===== config.mk =====
export PLATFORM = sky130hd
export DESIGN_NAME = shift_right_seq
export DESIGN_NICKNAME = d
export VERILOG_FILES = /design/src/rtl/alu_pkg.sv /design/src/rtl/shift_right_step.sv /design/src/rtl/shift_right_seq.sv
export SDC_FILE = /design/constraint.sdc
export NUM_CORES = 1
export LEC_CHECK = 0
export ABC_AREA = 0
export BUFFER_PORTS_ARGS = -buffer_cell sky130_fd_sc_hd__buf_4
export CAP_MARGIN = 40
export CORE_MARGIN = 5
export CORE_UTILIZATION = 57
export DETAILED_ROUTE_END_ITERATION = 6
export PLACE_DENSITY_LB_ADDON = 0.05
export SYNTH_ARGS = -nofsm -noshare
export SYNTH_HDL_FRONTEND = slang
export SYNTH_SLANG_ARGS = --single-unit

===== constraint.sdc =====
create_clock -name clock -period 7.1 [get_ports clock]
set_input_delay 0.355 -clock clock [delete_from_list [all_inputs] [get_ports clock]]
set_output_delay 0.355 -clock clock [all_outputs]
set_load 0.01 [all_outputs]

===== src/rtl/alu_pkg.sv =====
// ============================================================================
//  Module      : alu_pkg
//  Description : Shared op codes, FSM state codes and fill modes for the
//                right shifter.  SHIFT_RIGHT_ROTATE_EN enables op=10 as ROR.
//  Revision    : 1.0 - initial release
// ============================================================================
`default_nettype none

package alu_pkg;

    localparam logic [1:0] OP_SHR  = 2'b00;
    localparam logic [1:0] OP_SHRA = 2'b01;
    localparam logic [1:0] OP_ROR  = 2'b10;

    localparam logic [1:0] ST_IDLE  = 2'd0;
    localparam logic [1:0] ST_SHIFT = 2'd1;
    localparam logic [1:0] ST_DONE  = 2'd2;

    typedef enum logic [1:0] {
        FILL_ZERO = 2'd0,
        FILL_SIGN = 2'd1,
        FILL_WRAP = 2'd2
    } fill_e;

    // Reserved op=11 (and ROR when rotate is not built) fall back to zero fill.
    function automatic fill_e fill_for_op(input logic [1:0] op);
        fill_e mode;
        mode = FILL_ZERO;
        if (op == OP_SHRA) begin
            mode = FILL_SIGN;
        end
`ifdef SHIFT_RIGHT_ROTATE_EN
        if (op == OP_ROR) begin
            mode = FILL_WRAP;
        end
`endif
        return mode;
    endfunction

endpackage

`default_nettype wire


===== src/rtl/shift_right_step.sv =====
// ============================================================================
//  Module      : shift_right_step
//  Description : Combinational right shift by k bits with zero/sign/wrap fill.
//                Wrap fill exists only when SHIFT_RIGHT_ROTATE_EN is defined.
//  Revision    : 1.0 - initial release
// ============================================================================
`default_nettype none

module shift_right_step
    import alu_pkg::*;
#(
    parameter int DATA_W = 32,
    parameter int KW     = 1
) (
    input  logic [DATA_W-1:0] i_data,
    input  logic [KW-1:0]     i_k,
    input  fill_e             i_fill,
    input  logic              i_sign,
    output logic [DATA_W-1:0] o_data
);

    logic [DATA_W-1:0] w_fill_word;

    always_comb begin
        case (i_fill)
            FILL_SIGN: w_fill_word = {DATA_W{i_sign}};
`ifdef SHIFT_RIGHT_ROTATE_EN
            FILL_WRAP: w_fill_word = i_data;
`endif
            default:   w_fill_word = '0;
        endcase
    end

    // The upper word supplies the bits that enter from the MSB side.
    assign o_data = DATA_W'({w_fill_word, i_data} >> i_k);

endmodule

`default_nettype wire


===== src/rtl/shift_right_seq.sv =====
// ============================================================================
//  Module      : shift_right_seq
//  Description : Multi-cycle right shifter/rotator, STEP bits per clock, with
//                start/busy/done handshake.  SHIFT_RIGHT_ROTATE_EN adds ROR.
//  Revision    : 1.0 - initial release
// ============================================================================
`default_nettype none

module shift_right_seq
    import alu_pkg::*;
#(
    parameter int DATA_W = 32,
    parameter int STEP   = 1
) (
    input  logic              clock,
    input  logic              clear,
    input  logic              start,
    input  logic [1:0]        op,
    input  logic [DATA_W-1:0] A,
    input  logic [DATA_W-1:0] B,
    output logic              busy,
    output logic              done,
    output logic [DATA_W-1:0] result
);

    localparam int LW = $clog2(DATA_W);
    localparam int CW = LW + 1;
    localparam int KW = $clog2(STEP) + 1;

    logic [1:0]        state_q, state_d;
    logic [DATA_W-1:0] data_q, data_d;
    logic [DATA_W-1:0] result_q, result_d;
    logic [CW-1:0]     rem_q, rem_d;
    fill_e             mode_q, mode_d;
    logic              sign_q, sign_d;

    fill_e             w_mode;
    logic [CW-1:0]     w_n;
    logic [KW-1:0]     w_k;
    logic [CW-1:0]     w_rem_next;
    logic [DATA_W-1:0] w_step_out;

    always_comb begin
        w_mode = fill_for_op(op);
        // Any set bit at or above LW means B >= DATA_W: saturate.
        w_n = (|B[DATA_W-1:LW]) ? CW'(DATA_W) : {1'b0, B[LW-1:0]};
`ifdef SHIFT_RIGHT_ROTATE_EN
        if (w_mode == FILL_WRAP) begin
            w_n = {1'b0, B[LW-1:0]};
        end
`endif
    end

    assign w_k        = (rem_q > CW'(STEP)) ? KW'(STEP) : rem_q[KW-1:0];
    assign w_rem_next = rem_q - CW'(w_k);

    shift_right_step #(
        .DATA_W (DATA_W),
        .KW     (KW)
    ) u_step (
        .i_data (data_q),
        .i_k    (w_k),
        .i_fill (mode_q),
        .i_sign (sign_q),
        .o_data (w_step_out)
    );

    always_comb begin
        state_d  = state_q;
        data_d   = data_q;
        result_d = result_q;
        rem_d    = rem_q;
        mode_d   = mode_q;
        sign_d   = sign_q;
        case (state_q)
            ST_IDLE: begin
                if (start) begin
                    data_d = A;
                    sign_d = A[DATA_W-1];
                    mode_d = w_mode;
                    rem_d  = w_n;
                    if (w_n == '0) begin
                        state_d  = ST_DONE;
                        result_d = A;
                    end else begin
                        state_d = ST_SHIFT;
                    end
                end
            end
            ST_SHIFT: begin
                data_d = w_step_out;
                rem_d  = w_rem_next;
                if (w_rem_next == '0) begin
                    state_d  = ST_DONE;
                    result_d = w_step_out;
                end
            end
            ST_DONE: begin
                state_d = ST_IDLE;
            end
            default: begin
                state_d = ST_IDLE;
            end
        endcase
    end

    always_ff @(posedge clock or posedge clear) begin
        if (clear) begin
            state_q  <= ST_IDLE;
            data_q   <= '0;
            result_q <= '0;
            rem_q    <= '0;
            mode_q   <= FILL_ZERO;
            sign_q   <= 1'b0;
        end else begin
            state_q  <= state_d;
            data_q   <= data_d;
            result_q <= result_d;
            rem_q    <= rem_d;
            mode_q   <= mode_d;
            sign_q   <= sign_d;
        end
    end

    assign busy   = (state_q != ST_IDLE);
    assign done   = (state_q == ST_DONE);
    assign result = result_q;

endmodule

`default_nettype wire


==> impl_metrics.ini, run 1 <==
[run_status]
outcome = finished clean

[clock_tree]
clk_pin_slew_ns = 0.08
clock-sinks = 74
cts.repair.resized = 0
cts_buffer_depth = 2
h-tree-depth = 3
clock_latency_ns = 0.35
hold_buffers = 0
cts.root.buffer_cell = clkbuf_8
cts_made_buffers = 9
post_cts_buffers = 0
cts_tree = built

[global_route]
gr-total-overflow = 0
grt_pass1_wl_mm = 15.7
grt_max_degree = 49
track_usage = 0.232
grt_pass1_vias = 3274
antenna_found_initial = 0

[timing]
hold_viol = 0
slew_violations = 0
period_share = 0.419
fmax_ghz = 0.336
rsz0062_at_grt = no
min_period_ns = 2.97
setup_slack_ns = 4.13
holdWs_ns = 0.0685
finClkSkew_ns = 0.00806
slew_headroom = 0.546
setup_tns_ns = 0
final-setup-viol-count = 0
tightest_slew_ns = 0.679

[yosys]
synth_area_sq_mm = 0.00378
synth-seq-cells = 74
yosysTopAreaCell = dfrtp_1
syn-num-nets = 422
synth_top_area_frac = 0.489
synth_seq_area_share = 0.489
synth_edf_count = 0
yosysUniqueCellTypes = 35
synth_ff_type = dfrtp_1
async_flop_share = 1.00
synth_top_cells_by_area = dfrtp_1, mux2_4, mux2_2
synth.avg_cell_area_sq_um = 10.8
synth_warnings = 0
synth_cells = 352

[routing]
firstDrtPassIters = 4
dr_total_vias = 3043
wirelength_mm = 9.32
drt_iter0_markers = 124
route.detailed.drc = 0
final_antenna_net_count = 0
post_drt_wl_per_cell_microns = 17.5
via_per_inst = 5.71

[worst_setup_path]
regToRegSetupSlack_ns = 4.13
crit_type = flip-flop to flip-flop
r2r_end = result[29]$_DFFE_PP0P_
max_stage_delay_ns = 0.49
reg2reg_from = rem_q[2]$_DFFE_PP0P_
cp_cell_sequence = nor2_1 > a21oi_1 > ha_1 > xnor2_1 > a21oi_1 > nor2_1 > a22oi_4 > buf_4 > mux2_1
cp.required_ns = 7.33
cp.arrival_ns = 3.20
crit_fanout = 24
r2r_cells = 9
crit_path_end_kind = flip-flop
critPathSlowestCell = buf_4
worst_setup_path_start_kind = flip-flop

[place]
place_ws_ns = 4.13
gp_congestion = 0.806
dp_hpwl_mm = 6.39
port_buffers = 102

[worst_hold_path]
worstHoldPathType = input port to async pin

[cells_and_area]
diodes = 0
layout-drive-gt1-share = 0.436
nets = 521
seqCellArea_sq_mm = 0.00185
fill_cells = 455
area_growth_pct = 29.4
multi_input_area_sq_mm = 0.00183

[die]
die_x_microns = 91.5
dieArea_sq_mm = 0.00837
die_height_microns = 91.5
pin_count = 103
coreArea_sq_mm = 0.00642
rows = 29
initial_core_util = 0.589

[flow_run]
cap_violations = 0

[pwr]
p_leak_uw = 0.00241
ir_drop_v = 0.000262
power_density_mw_per_mm2 = 526
==> cells by family after synthesis <==
logic type,count (synthesis),share of synthesized area
AO/OA/AOI/OAI,75,0.114
XOR/XNOR,2,0.00463
adder cells (fa/ha/maj),1,0.00331
buffers and inverters,26,0.0327
flip-flops,74,0.489
multiplexers,65,0.222
AND/OR/NAND/NOR,109,0.134
==> registers in the layout, indices dropped and copies added (netlist names) <==
signal   flops
data_q      32
mode_q       1
rem_q        6
result      32
sign_q       1
state_q      2
==> how the worst max path moves through the flow <==
stage | from | to | slack [ns] | cells after the start
floorplan | clear | data_q[0]$_DFFE_PP0P_ | 4.86 | 1
finish | rem_q[2]$_DFFE_PP0P_ | result[29]$_DFFE_PP0P_ | 4.13 | 9
detailed placement | rem_q[2]$_DFFE_PP0P_ | result[29]$_DFFE_PP0P_ | 4.13 | 9
global route | rem_q[2]$_DFFE_PP0P_ | result[29]$_DFFE_PP0P_ | 3.86 | 9
global placement | rem_q[3]$_DFFE_PP0P_ | result[29]$_DFFE_PP0P_ | 4.26 | 9
CTS | rem_q[2]$_DFFE_PP0P_ | result[29]$_DFFE_PP0P_ | 4.09 | 9
==> where the power goes <==
group          switching [uW]  internal, uW
Sequential                160           650
Clock                     158           217
Combinational             657           736
==> metrics by stage <==
stage	total power (uW)	area, sq um	std cells	utilization
final	2580	4900	533	0.763
after global routing	2770	4900	533	0.763
after CTS	2600	4900	533	0.763
after detailed placement	2210	4670	517	0.727
after global placement	2110	4590	514	0.715
after floorplan	1770	3780	352	-
==> critical path, delay by kind of cell, from the launching register on <==
family,cells,cell delay [ns]
fa+ha+maj,1,0.27
buf+inv,1,0.49
flops,1,0.44
xor+xnor,1,0.14
mux,1,0.37
simple gates,2,0.37
compound gates,3,0.78
==> cells in the final DEF (no fill, tap or decap), types with 3 or more instances in the layout <==
cell type  count
a221o_2        3
dfrtp_1       74
nor3_1         5
o21ai_0        6
a31oi_1        8
buf_4        107
mux2_1         3
nor2_1        39
inv_1          3
mux2_4        29
a21oi_1       53
mux2_2        33
nand2_1       46
nor4_2         4
clkbuf_8      11
==> routing by layer <==
layer  GRT usage  vias to the layer above  routed length, microns
met5           0                        -                       0
li1            -                     1431                       -
met4      0.0905                        0                     134
met3      0.0537                       13                     619
met1       0.291                     1493                    3790
met2       0.388                      106                    4780
==> cells in the mapped netlist, types with 2 or more instances <==
cell / instances
mux2_4: 29
clkbuf_1: 15
nor2b_1: 2
nor4_1: 2
buf_6: 3
o21ai_0: 6
a21o_1: 2
a221o_2: 3
nor2_1: 39
xnor2_1: 2
mux2_2: 33
dfrtp_1: 74
mux2_1: 3
a31oi_1: 8
nor4_2: 4
nand2b_1: 2
nand2_1: 46
nor3_1: 5
a21oi_1: 53
buf_2: 3
inv_1: 4
==> final cells by class <==
type | instances | area share
clock buffer | 12 | 0.0317
clock inverter | 4 | 0.0151
inverter | 4 | 0.00307
multi-input combinational | 252 | 0.373
sequential | 74 | 0.378
tap | 77 | 0.0197
timing repair buffer | 110 | 0.179
(Power assumes the default switching activity.)
==> run 2: changes to the inputs <==
--- a/config.mk
+++ b/config.mk
@@ -5,11 +5,11 @@
 export SDC_FILE = /design/constraint.sdc
 export NUM_CORES = 1
 export LEC_CHECK = 0
-export ABC_AREA = 0
+export ABC_AREA = 1
 export BUFFER_PORTS_ARGS = -buffer_cell sky130_fd_sc_hd__buf_4
 export CAP_MARGIN = 40
 export CORE_MARGIN = 5
-export CORE_UTILIZATION = 57
+export CORE_UTILIZATION = 48
 export DETAILED_ROUTE_END_ITERATION = 6
 export PLACE_DENSITY_LB_ADDON = 0.05
 export SYNTH_ARGS = -nofsm -noshare
==> constraint.sdc (replaced) <==
create_clock -name clock -period 2.7 [get_ports clock]
set_input_delay 0.135 -clock clock [delete_from_list [all_inputs] [get_ports clock]]
set_output_delay 0.135 -clock clock [all_outputs]
set_load 0.01 [all_outputs]
==> run 2 against run 1 <==
- worst setup slack got worse by 3.9 ns
- clock-buffer cell count fell by 1
- routed wire length rose by 2.0%
- area after synthesis rose by 3.6%
- first-iteration DRC count rose by 0.81%
- power rose to 2.5 times the previous value
- clock power rose by 100%
- critical path depth rose by 6
- design area fell by 0.13%
- largest cell class unchanged
- largest power group unchanged
==> impl_metrics.ini, run 2 <==
[cells_and_area]
layout-drive-gt1-share = 0.227
nets = 690
final_area_sq_mm = 0.00489
layout_common_cells = nand2_1, buf_4, dfrtp_1
diodes = 0
layout.cells.most_common = nand2_1
area_growth_pct = 24.8

[yosys]
yosysUniqueCellTypes = 29
synth_cells = 527
synth-seq-cells = 74
synth_edf_count = 0
yosysTopAreaCell = dfrtp_1
synthTopCellsByCount = nand2_1, dfrtp_1, o21ai_1
synth_seq_area_share = 0.472
yosysMostFrequentCell = nand2_1
synth_area_sq_mm = 0.00392
synth_top_cells_by_area = dfrtp_1, nand2_1, o21ai_1
synth_top_area_frac = 0.472
async_flop_share = 1.00
syn-num-nets = 597
synth_ff_type = dfrtp_1
synth_warnings = 0
synth.avg_cell_area_sq_um = 7.44

[clock_tree]
clock-sinks = 74
cts_tree = built
cts_buffer_depth = 2
clk_pin_slew_ns = 0.08
cts.root.buffer_cell = clkbuf_8
post_cts_buffers = 0
h-tree-depth = 3
cts_made_buffers = 9
clock_latency_ns = 0.35

[timing]
fmax_ghz = 0.406
final-setup-viol-count = 0
finClkSkew_ns = 0.00648
setup_tns_ns = 0
hold_viol = 0
min_period_ns = 2.46
slew_headroom = 0.465
tightest_slew_ns = 0.801
period_share = 0.911
setup_slack_ns = 0.240
holdWs_ns = 0.0135
rsz0062_at_grt = no
slew_violations = 0

[die]
dieArea_sq_mm = 0.0101
coreArea_sq_mm = 0.00809
rows = 33
initial_core_util = 0.484
die_height_microns = 100
pin_count = 103
die_x_microns = 100

[worst_setup_path]
r2r_cells = 15
reg2reg_from = rem_q[3]$_DFFE_PP0P_
cp.arrival_ns = 2.75
worst_setup_path_start_kind = flip-flop
r2r_end = result[20]$_DFFE_PP0P_
crit_fanout = 24
cp.required_ns = 2.99
regToRegSetupSlack_ns = 0.24
crit_type = flip-flop to flip-flop
crit_path_end_kind = flip-flop

[global_route]
track_usage = 0.199
grt_pass1_wl_mm = 16.3
met2_usage = 0.324
grt_pass1_vias = 3617
met3_usage = 0.0563
gr-total-overflow = 0
antenna_found_initial = 0
top_usage_layer = met2
grt_max_degree = 45
use_met1 = 0.259

[worst_hold_path]
worstHoldPathType = input port to flip-flop
holdPathEnd = sign_q$_DFFE_PP0P_
hold_depth = 3
hp-start = A[31]

[routing]
route.detailed.drc = 0
final_antenna_net_count = 0
post_drt_wl_per_cell_microns = 13.0
firstDrtPassIters = 4
wirelength_mm = 9.51
drt_iter0_markers = 125
via_per_inst = 5.06
dr_total_vias = 3697

[place]
port_buffers = 102
dp_hpwl_mm = 6.64
gp_congestion = 0.792
place_area_sq_mm = 0.00471
place_ws_ns = 0.306

[pwr]
p_leak_uw = 0.00259
ir_drop_v = 0.000513
power_density_mw_per_mm2 = 1330

[run_status]
outcome = finished clean

[flow_run]
cap_violations = 0
==> run 2: changes by cell type in the layout (fill, tap and decap cells not counted), sizes merged, moves of 7 or more <==
cell and change:
nand2 +144, mux2 -65, o21ai +60, inv +43, nand3 +43, a21oi -20, nor2 -8, nor4 -7
==> run 2: logic make-up (layout without fill, tap and decap cells) <==
| family | count (synthesis) | count (layout) | share of synthesized area |
|---|---|---|---|
| AND/OR/NAND/NOR | 270 | 270 | 0.291 |
| XOR/XNOR | 1 | 1 | 0.00223 |
| buffers and inverters | 76 | 174 | 0.0938 |
| adder cells (fa/ha/maj) | 1 | 1 | 0.00319 |
| flip-flops | 74 | 74 | 0.472 |
| AO/OA/AOI/OAI | 105 | 105 | 0.137 |
==> run 2: worst max path at each step <==
stage	from	to	cells after the start
after global routing	rem_q[2]$_DFFE_PP0P_	result[15]$_DFFE_PP0P_	15
after detailed placement	rem_q[3]$_DFFE_PP0P_	result[8]$_DFFE_PP0P_	15
final	rem_q[3]$_DFFE_PP0P_	result[20]$_DFFE_PP0P_	15
after CTS	rem_q[3]$_DFFE_PP0P_	result[8]$_DFFE_PP0P_	15
after floorplan	clear	data_q[0]$_DFFE_PP0P_	1
after global placement	rem_q[2]$_DFFE_PP0P_	result[28]$_DFFE_PP0P_	14
==> run 2: power by group <==
| part | internal (uW) | switching (uW) |
|---|---|---|
| clock | 354 | 410 |
| sequential | 1670 | 304 |
| combinational | 1380 | 2410 |
==> run 2: final cells by class <==
class / count / area, sq um
tap: 105 / 131
sequential: 74 / 1850
timing repair buffer: 111 / 861
multi-input combinational: 377 / 1700
inverter: 47 / 176
fill: 783 / 3200
clock inverter: 5 / 30.0
clock buffer: 11 / 141
==> run 2: metrics by stage <==
stage | power [uW] | utilization | cells
after floorplan | 4880 | - | 527
after global placement | 5710 | 0.582 | 713
after detailed placement | 5820 | 0.582 | 713
after CTS | 6610 | 0.605 | 730
after global routing | 7240 | 0.605 | 730
final | 6530 | 0.605 | 730
==> run 2: layer usage <==
metal  vias up  part of all wire
li1       1884                 -
met1      1673              0.45
met2       126              0.46
met3        14             0.075
met4         0             0.014
met5         -                 0
==> run 2: critical path: stages, from the launching register on <==
cell	delay, ns
dfrtp_1	0.43
nor2_1	0.18
nand3_1	0.09
nand2_1	0.09
inv_1	0.07
ha_1	0.21
nand2_1	0.09
nand2_1	0.07
nor2_1	0.13
nand2_1	0.07
nand2_1	0.07
nand3_2	0.09
nor2_4	0.24
buf_4	0.34
nand3_1	0.12
nand2_1	0.08
==> run 2: timing repair <==
| action | 4_1_cts | 5_1_grt |
|---|---|---|
| hold endpoints to repair | 35 | 0 |
| hold buffers | 1 | 0 |
| gates resized for setup | 0 | 0 |
